**src/rtl/cache_mem_arbiter_if.sv**
```systemverilog
// Bus bundle between the cache fill paths, the arbiter and the RAM port.
// slave = arbiter view, master = cache/RAM side view.
interface cache_mem_arbiter_if #(
  parameter int ADDR_W = 32,
  parameter int DATA_W = 32
);
  logic              iREN;
  logic [ADDR_W-1:0] iaddr;
  logic              iwait;
  logic [DATA_W-1:0] iload;
  logic              dREN;
  logic              dWEN;
  logic [ADDR_W-1:0] daddr;
  logic [DATA_W-1:0] dstore;
  logic              dwait;
  logic [DATA_W-1:0] dload;
  logic              ram_ren;
  logic              ram_wen;
  logic [ADDR_W-1:0] ram_addr;
  logic [DATA_W-1:0] ram_store;
  logic [DATA_W-1:0] ram_load;
  logic              ram_ready;
  logic              arb_err;

  modport slave (
    input  iREN, iaddr, dREN, dWEN, daddr, dstore, ram_load, ram_ready,
    output iwait, iload, dwait, dload, ram_ren, ram_wen, ram_addr, ram_store, arb_err
  );

  modport master (
    output iREN, iaddr, dREN, dWEN, daddr, dstore, ram_load, ram_ready,
    input  iwait, iload, dwait, dload, ram_ren, ram_wen, ram_addr, ram_store, arb_err
  );
endinterface

```
**src/rtl/cache_mem_arbiter.sv**
```systemverilog
// Shares one RAM port between icache fill and dcache fill/writeback.
// Optional macro ARB_FAIR_EN: alternate grants when both caches request.
module cache_mem_arbiter #(
  parameter int ADDR_W  = 32,
  parameter int DATA_W  = 32,
  parameter int TIMEOUT = 64
) (
  input logic               CLK,
  input logic               nRST,
  cache_mem_arbiter_if.slave bus
);

  typedef enum logic [1:0] {IDLE, IGNT, DGNT} state_t;

  localparam logic [7:0] TO_LAST = 8'(TIMEOUT - 1);

  state_t            state;
  logic [7:0]        cnt;
`ifdef ARB_FAIR_EN
  logic              last_d;
`endif

  logic              i_req, d_req, held, expired;
  logic              ren_c, wen_c, iwait_c, dwait_c;
  logic [ADDR_W-1:0] addr_c;
  logic [DATA_W-1:0] store_c, iload_c, dload_c;

  assign i_req   = bus.iREN;
  assign d_req   = bus.dREN | bus.dWEN;
  assign held    = (state == IGNT) ? i_req : (state == DGNT) ? d_req : 1'b0;
  assign expired = held && !bus.ram_ready && (cnt == TO_LAST);

  // Outputs decode from the registered state so the wait release lands in
  // the same cycle as ram_ready and strobes drop with the async reset.
  always_comb begin
    ren_c   = 1'b0;
    wen_c   = 1'b0;
    iwait_c = 1'b1;
    dwait_c = 1'b1;
    addr_c  = '0;
    store_c = '0;
    iload_c = '0;
    dload_c = '0;
    case (state)
      IGNT: begin
        ren_c  = 1'b1;
        addr_c = bus.iaddr;
        if (i_req && bus.ram_ready) begin
          iwait_c = 1'b0;
          iload_c = bus.ram_load;
        end
      end
      DGNT: begin
        wen_c   = bus.dWEN;
        ren_c   = bus.dREN & ~bus.dWEN;
        addr_c  = bus.daddr;
        store_c = bus.dstore;
        if (d_req && bus.ram_ready) begin
          dwait_c = 1'b0;
          if (!bus.dWEN) dload_c = bus.ram_load;
        end
      end
      default: ;
    endcase
  end

  assign bus.ram_ren   = ren_c;
  assign bus.ram_wen   = wen_c;
  assign bus.ram_addr  = addr_c;
  assign bus.ram_store = store_c;
  assign bus.iwait     = iwait_c;
  assign bus.dwait     = dwait_c;
  assign bus.iload     = iload_c;
  assign bus.dload     = dload_c;
  assign bus.arb_err   = expired;

  always_ff @(posedge CLK or negedge nRST) begin
    if (!nRST) begin
      state <= IDLE;
      cnt   <= '0;
`ifdef ARB_FAIR_EN
      last_d <= 1'b1;
`endif
    end else begin
      case (state)
        IDLE: begin
          cnt <= '0;
`ifdef ARB_FAIR_EN
          if (d_req && (!i_req || !last_d)) state <= DGNT;
          else if (i_req)                   state <= IGNT;
`else
          if (d_req)      state <= DGNT;
          else if (i_req) state <= IGNT;
`endif
        end
        IGNT, DGNT: begin
          if (!held || bus.ram_ready || expired) begin
            state <= IDLE;
`ifdef ARB_FAIR_EN
            // Only a real completion moves the fairness pointer.
            if (held && bus.ram_ready) last_d <= (state == DGNT);
`endif
          end else begin
            cnt <= cnt + 8'd1;
          end
        end
        default: state <= IDLE;
      endcase
    end
  end

endmodule

```
**src/flat_wrapper.sv**
```systemverilog
// flat-port wrapper written by rule: the top's interface ports become plain ports
module cache_mem_arbiter_flat 
#(
  parameter int ADDR_W  = 32,
  parameter int DATA_W  = 32,
  parameter int TIMEOUT = 64
)
  (CLK, nRST, bus_iREN, bus_iaddr, bus_dREN, bus_dWEN, bus_daddr, bus_dstore, bus_ram_load, bus_ram_ready, bus_iwait, bus_iload, bus_dwait, bus_dload, bus_ram_ren, bus_ram_wen, bus_ram_addr, bus_ram_store, bus_arb_err);
  cache_mem_arbiter_if #(.ADDR_W(ADDR_W), .DATA_W(DATA_W)) bus_i ();
  input logic CLK;
  input logic nRST;
  input wire logic [$bits(bus_i.iREN)-1:0] bus_iREN;
  input wire logic [$bits(bus_i.iaddr)-1:0] bus_iaddr;
  input wire logic [$bits(bus_i.dREN)-1:0] bus_dREN;
  input wire logic [$bits(bus_i.dWEN)-1:0] bus_dWEN;
  input wire logic [$bits(bus_i.daddr)-1:0] bus_daddr;
  input wire logic [$bits(bus_i.dstore)-1:0] bus_dstore;
  input wire logic [$bits(bus_i.ram_load)-1:0] bus_ram_load;
  input wire logic [$bits(bus_i.ram_ready)-1:0] bus_ram_ready;
  output wire logic [$bits(bus_i.iwait)-1:0] bus_iwait;
  output wire logic [$bits(bus_i.iload)-1:0] bus_iload;
  output wire logic [$bits(bus_i.dwait)-1:0] bus_dwait;
  output wire logic [$bits(bus_i.dload)-1:0] bus_dload;
  output wire logic [$bits(bus_i.ram_ren)-1:0] bus_ram_ren;
  output wire logic [$bits(bus_i.ram_wen)-1:0] bus_ram_wen;
  output wire logic [$bits(bus_i.ram_addr)-1:0] bus_ram_addr;
  output wire logic [$bits(bus_i.ram_store)-1:0] bus_ram_store;
  output wire logic [$bits(bus_i.arb_err)-1:0] bus_arb_err;
  assign bus_i.iREN = bus_iREN;
  assign bus_i.iaddr = bus_iaddr;
  assign bus_i.dREN = bus_dREN;
  assign bus_i.dWEN = bus_dWEN;
  assign bus_i.daddr = bus_daddr;
  assign bus_i.dstore = bus_dstore;
  assign bus_i.ram_load = bus_ram_load;
  assign bus_i.ram_ready = bus_ram_ready;
  assign bus_iwait = bus_i.iwait;
  assign bus_iload = bus_i.iload;
  assign bus_dwait = bus_i.dwait;
  assign bus_dload = bus_i.dload;
  assign bus_ram_ren = bus_i.ram_ren;
  assign bus_ram_wen = bus_i.ram_wen;
  assign bus_ram_addr = bus_i.ram_addr;
  assign bus_ram_store = bus_i.ram_store;
  assign bus_arb_err = bus_i.arb_err;
  cache_mem_arbiter #(.ADDR_W(ADDR_W), .DATA_W(DATA_W), .TIMEOUT(TIMEOUT)) u_core (.CLK(CLK), .nRST(nRST), .bus(bus_i));
endmodule
```
**config.mk**
```make
export PLATFORM = sky130hd
export DESIGN_NAME = cache_mem_arbiter_flat
export DESIGN_NICKNAME = d
export VERILOG_FILES = /design/src/rtl/cache_mem_arbiter_if.sv /design/src/rtl/cache_mem_arbiter.sv /design/src/flat_wrapper.sv
export SDC_FILE = /design/constraint.sdc
export NUM_CORES = 1
export LEC_CHECK = 0
export CORE_ASPECT_RATIO = 0.6
export CORE_MARGIN = 2
export CORE_UTILIZATION = 22
export CTS_BUF_LIST = sky130_fd_sc_hd__clkbuf_4
export DETAILED_ROUTE_END_ITERATION = 8
export PLACE_DENSITY_LB_ADDON = 0.12
export SKIP_CTS_REPAIR_TIMING = 1
export SYNTH_ARGS = -nofsm -noshare
export SYNTH_HDL_FRONTEND = slang
export SYNTH_SLANG_ARGS = --single-unit
export TNS_END_PERCENT = 5
```
**constraint.sdc**
```tcl
create_clock -name CLK -period 2 [get_ports CLK]
set_input_delay 0.4 -clock CLK [delete_from_list [all_inputs] [get_ports CLK]]
set_output_delay 0.4 -clock CLK [all_outputs]
set_load 0.02 [all_outputs]
```
# Yosys cells after proc, flatten, opt, wreduce, memory -nomap -nowiden
# Index checks and enable logic that the tools add are counted.
classes:
  add_sub_neg: 1
  n_mul: 0
  n_div: 0
  n_lt_le_gt_ge: 0
  eq_ne: 6
  shift: 0
  muxes: 21
  bitwise_logic: 3
  n_reduce_logical: 13
ops:
  columns: ["cell", "count"]
  rows:
  - ["32-bit two-way mux", 6]
  - ["32-bit case mux with 2 select lines", 1]
  - ["8-bit case mux with 2 select lines", 1]
  - ["8-bit by 1-bit adder with 8-bit output (second input constant)", 1]
  - ["8-bit by 6-bit == test with 1-bit output (second input constant)", 1]
  - ["8-bit two-way mux", 1]
  - ["1-bit two-way mux", 7]
  - ["2-bit two-way mux", 3]
  - ["1-bit logical AND", 4]
  - ["2-bit case mux with 2 select lines", 1]
  - ["2-bit AND reduction", 2]
  - ["3-bit by 2-bit inequality test with 1-bit output (second input constant)", 1]
  - ["2-bit by 1-bit == test with 1-bit output (second input constant)", 1]
  - ["2-bit == test (second input constant)", 1]
  - ["1-bit zero test", 2]
  - ["2-bit zero test", 1]
  - ["1-bit logical OR", 2]
  - ["2-bit by 1-bit inequality test with 1-bit output (second input constant)", 1]
  - ["2-bit inequality test (second input constant)", 1]
  - ["1-bit case mux with 2 select lines", 1]
  - ["2-bit nonzero test", 1]
  - ["2-bit OR reduction", 1]
  - ["1-bit AND", 1]
  - ["1-bit NOT", 1]
  - ["1-bit bitwise OR", 1]
word_totals:
  regBits: 10
  latchBits: 0
  ram_bits: 0
  rom_bits: 0
  in_bits: 134
  output_inout_bits: 133
  elab_cells: 46
  n_memories: 0

# Logic depth before layout (Yosys ltp)
# Gate-level depths: netlist of the first run.
depth:
  ltp_word: 8
  depth_mapped: 8
  ltp_nobuf: 6

# Least setup slack after synthesis of the first run
# OpenSTA, ideal clock, no wires.
synth_path:
  path_kind: "register to output"
  from: "reg u_core.state[1]"
  to: "out bus_arb_err"
  arrival_ps: 1654
  setup_slack_ps: -54
  path_stages_with_launch: 8
  cell_sequence: "dfrtp_1 > inv_1 > ha_1 > buf_2 > nor2b_1 > a22oi_2 > clkbuf_1 > nor3b_1"
synth_between:
  elab_chain_cells: 5
  elab_cells_between_ends: 6
  classes_between: "2 x eq/ne; 2 x mux; 2 x reduce/logical"
synth_lines:
  columns: ["item", "line", "text"]
  rows:
  - ["start: declaration", "cache_mem_arbiter.sv:17", "state_t state;"]
  - ["start signal: assignment", "cache_mem_arbiter.sv:79", "state <= IDLE;"]
  - ["start signal: assignment", "cache_mem_arbiter.sv:92", "if (d_req) state <= DGNT;"]
  - ["start signal: assignment", "cache_mem_arbiter.sv:93", "else if (i_req) state <= IGNT;"]
  - ["2-bit == test", "cache_mem_arbiter.sv:30", "assign held = (state == IGNT) ? i_req : (state == DGNT) ? d_req : 1'b0;"]
  - ["1-bit two-way mux", "cache_mem_arbiter.sv:30", null]
  - ["1-bit two-way mux *", "cache_mem_arbiter.sv:30", null]
  - ["1-bit logical AND * (2 in a row)", "cache_mem_arbiter.sv:31", "assign expired = held && !bus.ram_ready && (cnt == TO_LAST);"]
  - ["end: declaration", "flat_wrapper.sv:28", "output wire logic [$bits(bus_i.arb_err)-1:0] bus_arb_err;"]
# Every way passes the cells marked *; elsewhere a longest branch is shown, timed or not.

# Worst setup path in the final report of the first run
layout_path:
  from: "reg u_core.state[0]"
  to: "reg u_core.cnt[7]"
layout_between:
  elab_chain_cells: 8
  elab_cells_between_ends: 15
  classes_between: "3 x eq/ne; 3 x mux; 9 x reduce/logical"
layout_lines:
  columns: ["item", "line", "text"]
  rows:
  - ["2-bit == test", "cache_mem_arbiter.sv:30, cache_mem_arbiter.sv:85", null]
  - ["1-bit two-way mux (2 in a row)", "cache_mem_arbiter.sv:30", null]
  - ["1-bit zero test or 1-bit logical AND (tied branches)", "cache_mem_arbiter.sv:97, cache_mem_arbiter.sv:31", null]
  - ["1-bit logical OR or 1-bit logical AND (tied branches)", "cache_mem_arbiter.sv:97, cache_mem_arbiter.sv:31", null]
  - ["1-bit logical OR", "cache_mem_arbiter.sv:97", "if (!held || bus.ram_ready || expired) begin"]
  - ["2-bit inequality test (no source line)", null, null]
  - ["2-bit AND reduction (no source line)", null, null]
  - ["end signal: assignment", "cache_mem_arbiter.sv:104", "cnt <= cnt + 8'd1;"]
  - ["end: declaration", "cache_mem_arbiter.sv:18", "logic [7:0] cnt;"]
# Several ways; a longest one is shown, not always the timed one.
# A chain may end at the register's enable or synchronous reset.

==> flow_metrics.py, run 1 <==
metrics = {
    "status": {
        "status": "finished with violations",
        "failed_checks": "setup timing",
    },
    "power_and_ir_drop": {
        "power.net_switching_mw": 2.10,
        "p_leak_nw": 2.33,
        "seqPwrFrac_pct": 5.9,
        "power_density_nw_per_um2": 877,
        "irDropWorstVdd_uv": 452,
        "swShare_pct": 46.5,
        "power_frac_clock_pct": 3.3,
        "p_int_mw": 2.42,
        "p_comb_share_pct": 90.8,
    },
    "critical_path": {
        "max_stage_delay_ns": 0.47,
        "cp-start-kind": "register",
        "cp_cell_sequence": "inv_2, buf_4, ha_4, buf_6, nand4b_1, or3_4, or4_1, nand3_1",
        "rr_startpoint": "u_core.state[0]",
        "regToRegSetupSlack_ns": -0.13,
        "cpMaxStageDelayCell": "or4_1",
        "path_class": "reg -> reg",
        "cp_data_arrival_time_ns": 2.35,
        "cp_max_fo": 8,
        "cp_num_buf_inv": 3,
        "critPathCaptureType": "register",
        "ff2ff_path_depth": 8,
        "rr_endpoint": "u_core.cnt[7]",
        "crit_family": "simple AND/OR/NAND/NOR gates",
        "critPathRequiredTime_ns": 2.21,
    },
    "timing": {
        "fin_crit_sh_pct": 107,
        "setup_viol": 68,
        "fin_tns_setup_ns": -3.15,
        "relSlewSlack_pct": 67.5,
        "fin_hold_ws_ns": 0.450,
        "timing.fmax_mhz": 469,
        "finalClockSkew_ns": 0.00513,
        "setup_ws_ns": -0.132,
        "rsz0062_at_grt": "true",
        "final.min_clock_period_ns": 2.13,
        "finalHoldViolations": 0,
        "final_max_slew_viol_count": 0,
        "worstMarginPinSlew_ns": 0.486,
    },
    "cts": {
        "cts_buffer_depth": 2,
        "htree_num_levels": 1,
        "cts.sinks": 10,
        "path_clk_slew_ns": 0.07,
        "clk_latency_ns": 0.27,
        "ctsRootBufferMaster": "clkbuf_4",
        "cts_tree": "yes",
        "numCtsBuffers": 3,
    },
    "routing": {
        "ant_nets": 0,
        "drc_errors": 0,
        "wirelength_um": 11600,
        "drt-wirelength-per-cell_um": 17.7,
        "first_pass_iters": 4,
        "drt-initial-drc-count": 137,
        "vias": 3051,
        "post_drt_via_cell_ratio": 4.63,
    },
    "final_layout": {
        "areaGrowthSynthToFinish_pct": 177,
        "finalNetCount": 690,
        "fill_cells": 703,
        "drive_gt1_share_pct": 41.9,
        "antennaDiodeCount": 0,
    },
    "yosys": {
        "synth_top_flop_cell": "dfrtp_1",
        "synth_area_leaders": "and2_1 (33%), dfrtp_1 (13%), a22oi_1 (13%), nor2b_1 (11%), clkbuf_1 (4.0%)",
        "synth_edf_count": 0,
        "synth_area_um2": 1860,
        "ys_seq_elements": 10,
        "avgSynthCellArea_um2": 7.08,
        "ys_warn_count": 0,
        "ys_types": 35,
        "synth.net_count": 401,
        "synth_commonest_cells": "and2_1 (97), nor2b_1 (34), a22oi_1 (33)",
        "synthArstFlopShare_pct": 100,
        "yosysMostFrequentCell": "and2_1",
        "synth_top_area_share_pct": 32.6,
        "synth-seq-area-share_pct": 13.4,
        "yosysTopAreaCell": "and2_1",
        "syn_inst": 263,
    },
    "floorplan": {
        "dieWidth_um": 123,
        "coreArea_um2": 8040,
        "dieArea_um2": 9240,
        "rows": 25,
        "die_y_um": 75.3,
        "ios": 267,
        "initial_core_util_pct": 23.2,
    },
    "global_route": {
        "grt_usage_pct": 20.8,
        "grt_max_degree": 38,
        "antenna_found_initial": 0,
        "grt_pass1_vias": 2811,
        "gr-total-overflow": 0,
        "grt_pass1_wl_um": 14900,
    },
    "placement": {
        "hpwl_um": 9010,
        "gp_congestion": 0.840,
        "numPortBuffers": 266,
    },
    "run": {
        "max_cap_viol_count": 0,
    },
    "hold_path": {
        "hold_class": "in -> async",
    },
}
[logic make-up after synthesis]
family	share of synthesized area (%)
AOI/OAI and AO/OA	21.4
buffers and inverters	6.65
DFF	13.4
muxes	1.08
and+or+nand+nor	54.7
adders and majority gates	2.69
[worst reg2reg max path, cell delays in order (launching register included)]
cell,delay (ns)
dfrtp_1,0.40
inv_2,0.07
buf_4,0.15
ha_4,0.30
buf_6,0.14
nand4b_1,0.11
or3_4,0.35
or4_1,0.47
nand3_1,0.09
[sequential cells by signal (all words and copies together) (netlist names)]
signal / count
u_core.cnt: 8
u_core.state: 2
[area by class of cell]
cell class                 instances  area [um^2]  share of cell area, %
clock buffer                       3         22.5                  0.437
sequential                        10          250                   4.86
multi-input combinational        221         1700                   33.0
tap                              108          135                   2.62
clock inverter                     1         3.75                 0.0729
inverter                           6         22.5                  0.437
timing repair buffer             310         3020                   58.5
[worst max path at each step]
stage / start / slack, ns / depth (start not counted) / to
final: u_core.state[0] / -0.13 / 8 / u_core.cnt[7]
after detailed placement: bus_ram_ready / -0.55 / 5 / bus_dload[17]
after CTS: u_core.state[0] / -0.67 / 6 / bus_dload[17]
after floorplan: u_core.state[1] / 0.06 / 7 / u_core.state[1]
after global placement: bus_ram_ready / -0.55 / 5 / bus_dload[17]
after global routing: u_core.state[0] / -0.24 / 8 / u_core.cnt[7]
[power groups by stage]
stage	logic (mW)	registers (mW)	clock network, mW
floorplan	1.81	0.260	0
global placement	3.62	0.259	0
detailed placement	3.64	0.261	0
CTS	3.66	0.257	0.154
global route	4.34	0.271	0.168
finish	4.10	0.265	0.151
[placed cells by master, fill, tap and decap left out, types with 4 or more instances in the layout]
cell type	count
buf_2	13
clkbuf_2	8
nand3_1	4
dlymetal6s2s_1	5
a22oi_2	15
nand2_1	6
clkbuf_16	4
buf_6	62
nand2b_1	5
clkdlybuf4s50_1	132
and2_4	16
dfrtp_1	10
a22oi_1	19
buf_12	6
inv_1	4
buf_4	79
nor2b_2	6
nor2b_1	25
and2_1	81
[metrics by stage]
step           utilization, %  power, mW  area, um^2  setup slack (ns)  cells
6_report                 64.1       4.52        5150            -0.132    659
5_1_grt                  64.1       4.78        5150            -0.236    659
2_1_floorplan               -       2.07        1870            0.0626    263
3_3_place_gp             60.8       3.88        4890            -0.548    646
4_1_cts                  61.1       4.07        4910            -0.665    650
3_5_place_dp             60.8       3.90        4890            -0.552    646
[routing by layer]
metal / vias up / wire [um] / track usage, %
li1: 1485 / - / -
met1: 1389 / 4050 / 23.2
met2: 165 / 6100 / 38.8
met4: 0 / 161 / 3.19
met3: 12 / 1330 / 8.11
met5: - / 0 / 0
Power figures use the tool's default switching activity.
==> run 2, diff against run 1 <==
--- a/config.mk
+++ b/config.mk
@@ -12,6 +12,7 @@
 export DETAILED_ROUTE_END_ITERATION = 8
 export PLACE_DENSITY_LB_ADDON = 0.12
 export SKIP_CTS_REPAIR_TIMING = 1
+export SKIP_LAST_GASP = 1
 export SYNTH_ARGS = -nofsm -noshare
 export SYNTH_HDL_FRONTEND = slang
 export SYNTH_SLANG_ARGS = --single-unit
==> run 2 against run 1 <==
Net effect: highest routed layer unchanged; register-to-register slack about the same; cell count unchanged; worst setup slack worse by 0.077 ns; global-route usage unchanged; sequential cell count unchanged; final area up 5.9%; via count down 1.1%; combinational power down 4%; clock power about the same; largest power group unchanged; the flow still finishes with violations (setup timing); core utilization up 3.8 points.
==> flow_metrics.py, run 2 (same netlist as run 1, synthesis figures left out) <==
metrics = {
    "final_layout": {
        "fill_cells": 635,
        "largest_reg_flops": 8,
        "final_cell_mix": "clkdlybuf4s50_1 (134), dlymetal6s2s_1 (125), and2_1 (94)",
        "top_register": "u_core.cnt",
        "areaGrowthSynthToFinish_pct": 193,
        "multi_input_area_um2": 1550,
        "finalNetCount": 690,
        "top_regs": "u_core.cnt (8), u_core.state (2)",
        "antennaDiodeCount": 0,
        "final_common_cell": "clkdlybuf4s50_1",
        "drive_gt1_share_pct": 13.4,
        "seqCellArea_um2": 250,
    },
    "global_route": {
        "antenna_found_initial": 0,
        "gr-total-overflow": 0,
        "grt_max_degree": 38,
        "grt_pass1_vias": 2811,
        "grt_usage_pct": 20.8,
        "grt_pass1_wl_um": 14900,
    },
    "critical_path": {
        "cp_max_fo": 5,
        "rr_startpoint": "u_core.state[1]",
        "path_class": "reg -> out",
        "cp_data_arrival_time_ns": 1.81,
        "ff2ff_path_depth": 8,
        "rr_endpoint": "u_core.state[1]",
        "cp-start-kind": "register",
        "critPathRequiredTime_ns": 1.60,
        "regToRegSetupSlack_ns": -0.12,
        "max_stage_delay_ns": 0.61,
        "cp_cell_sequence": "buf_6, ha_4, buf_4, and2_1, clkdlybuf4s50_1",
        "cpMaxStageDelayCell": "clkdlybuf4s50_1",
        "critPathCaptureType": "output pin",
    },
    "cts": {
        "cts.sinks": 10,
        "cts_tree": "yes",
        "clk_latency_ns": 0.27,
        "cts_buffer_depth": 2,
        "numCtsBuffers": 3,
        "path_clk_slew_ns": 0.07,
        "htree_num_levels": 1,
        "ctsRootBufferMaster": "clkbuf_4",
    },
    "timing": {
        "fin_hold_ws_ns": 0.456,
        "final.min_clock_period_ns": 2.21,
        "fin_crit_sh_pct": 110,
        "finalClockSkew_ns": 0.00552,
        "rsz0062_at_grt": "true",
        "setup_viol": 136,
        "fin_tns_setup_ns": -11.36,
        "setup_ws_ns": -0.209,
        "relSlewSlack_pct": 67.3,
        "worstMarginPinSlew_ns": 0.489,
        "final_max_slew_viol_count": 0,
        "finalHoldViolations": 0,
        "timing.fmax_mhz": 453,
    },
    "floorplan": {
        "ios": 267,
        "rows": 25,
        "dieWidth_um": 123,
        "die_y_um": 75.3,
        "coreArea_um2": 8040,
        "dieArea_um2": 9240,
        "initial_core_util_pct": 23.2,
    },
    "routing": {
        "drt-wirelength-per-cell_um": 17.9,
        "first_pass_iters": 4,
        "wirelength_um": 11800,
        "drt-initial-drc-count": 136,
        "ant_nets": 0,
        "post_drt_via_cell_ratio": 4.58,
        "vias": 3017,
        "drc_errors": 0,
    },
    "power_and_ir_drop": {
        "p_leak_nw": 4.07,
        "power_density_nw_per_um2": 797,
        "irDropWorstVdd_uv": 414,
    },
    "hold_path": {
        "hold_class": "in -> async",
    },
    "status": {
        "status": "finished with violations",
        "failed_checks": "setup timing",
    },
    "placement": {
        "numPortBuffers": 266,
        "hpwl_um": 9010,
        "gp_congestion": 0.840,
        "pre_cts_ws_ns": -0.552,
    },
    "run": {
        "max_cap_viol_count": 0,
    },
}
-- run 2: cell count changes in the layout (fill, tap and decap cells not counted), moves of 3 or more --
cell and delta:
nor2b_2 -5, buf_6 -55, nor2b_1 +8, and2_1 +13, buf_2 -13, a22oi_2 -11
and2_4 -13, nor2b_4 -3, clkbuf_2 -8, buf_4 -46, a22oi_1 +11, dlymetal6s2s_1 +120
-- run 2: final cells by class --
cell class / instances / share of cell area (%)
Inverter: 6 / 0.413
Clock buffer: 3 / 0.413
Sequential cell: 10 / 4.59
Tap cell: 108 / 2.48
Clock inverter: 1 / 0.0688
Timing Repair Buffer: 310 / 63.6
Multi-Input combinational cell: 221 / 28.5
-- run 2: per-stage QoR --
step	instance area, um^2	total power, mW	util (%)	std cells
after floorplan	1870	2.07	-	263
after global placement	4890	3.88	60.8	646
after detailed placement	4890	3.90	60.8	646
after CTS	4910	4.07	61.1	650
after global routing	5460	4.60	67.9	659
final	5460	4.35	67.9	659
-- run 2: report_power, final --
part           total (mW)  switching [mW]  internal [mW]
clock               0.149          0.0770         0.0722
combinational        3.93            1.88           2.05
sequential          0.263          0.0259          0.237
total                4.35            1.99           2.36
-- run 2: worst max path at each step --
| stage | startpoint | to | slack, ns | cells after the start |
|---|---|---|---|---|
| after floorplan | u_core.state[1] | u_core.state[1] | 0.06 | 7 |
| after global placement | bus_ram_ready | bus_dload[17] | -0.55 | 5 |
| after detailed placement | bus_ram_ready | bus_dload[17] | -0.55 | 5 |
| after CTS | u_core.state[0] | bus_dload[17] | -0.67 | 6 |
| after global routing | u_core.state[1] | bus_ram_wen | -0.28 | 5 |
| final | u_core.state[1] | bus_ram_wen | -0.21 | 5 |
-- run 2: critical path, delay by kind of cell (launching register included) --
family                   cells  cell delay [ns]
AND/OR/NAND/NOR              1             0.14
adder cells (fa/ha/maj)      1             0.16
buffers and inverters        3             0.84
flip-flops                   1             0.39
-- run 2: layer usage --
layer	GRT usage (%)	wire length, um	vias to the layer above
met5	0	0	-
met3	8.11	1240	12
li1	-	-	1481
met2	38.8	6230	154
met4	3.19	177	0
met1	23.2	4140	1370
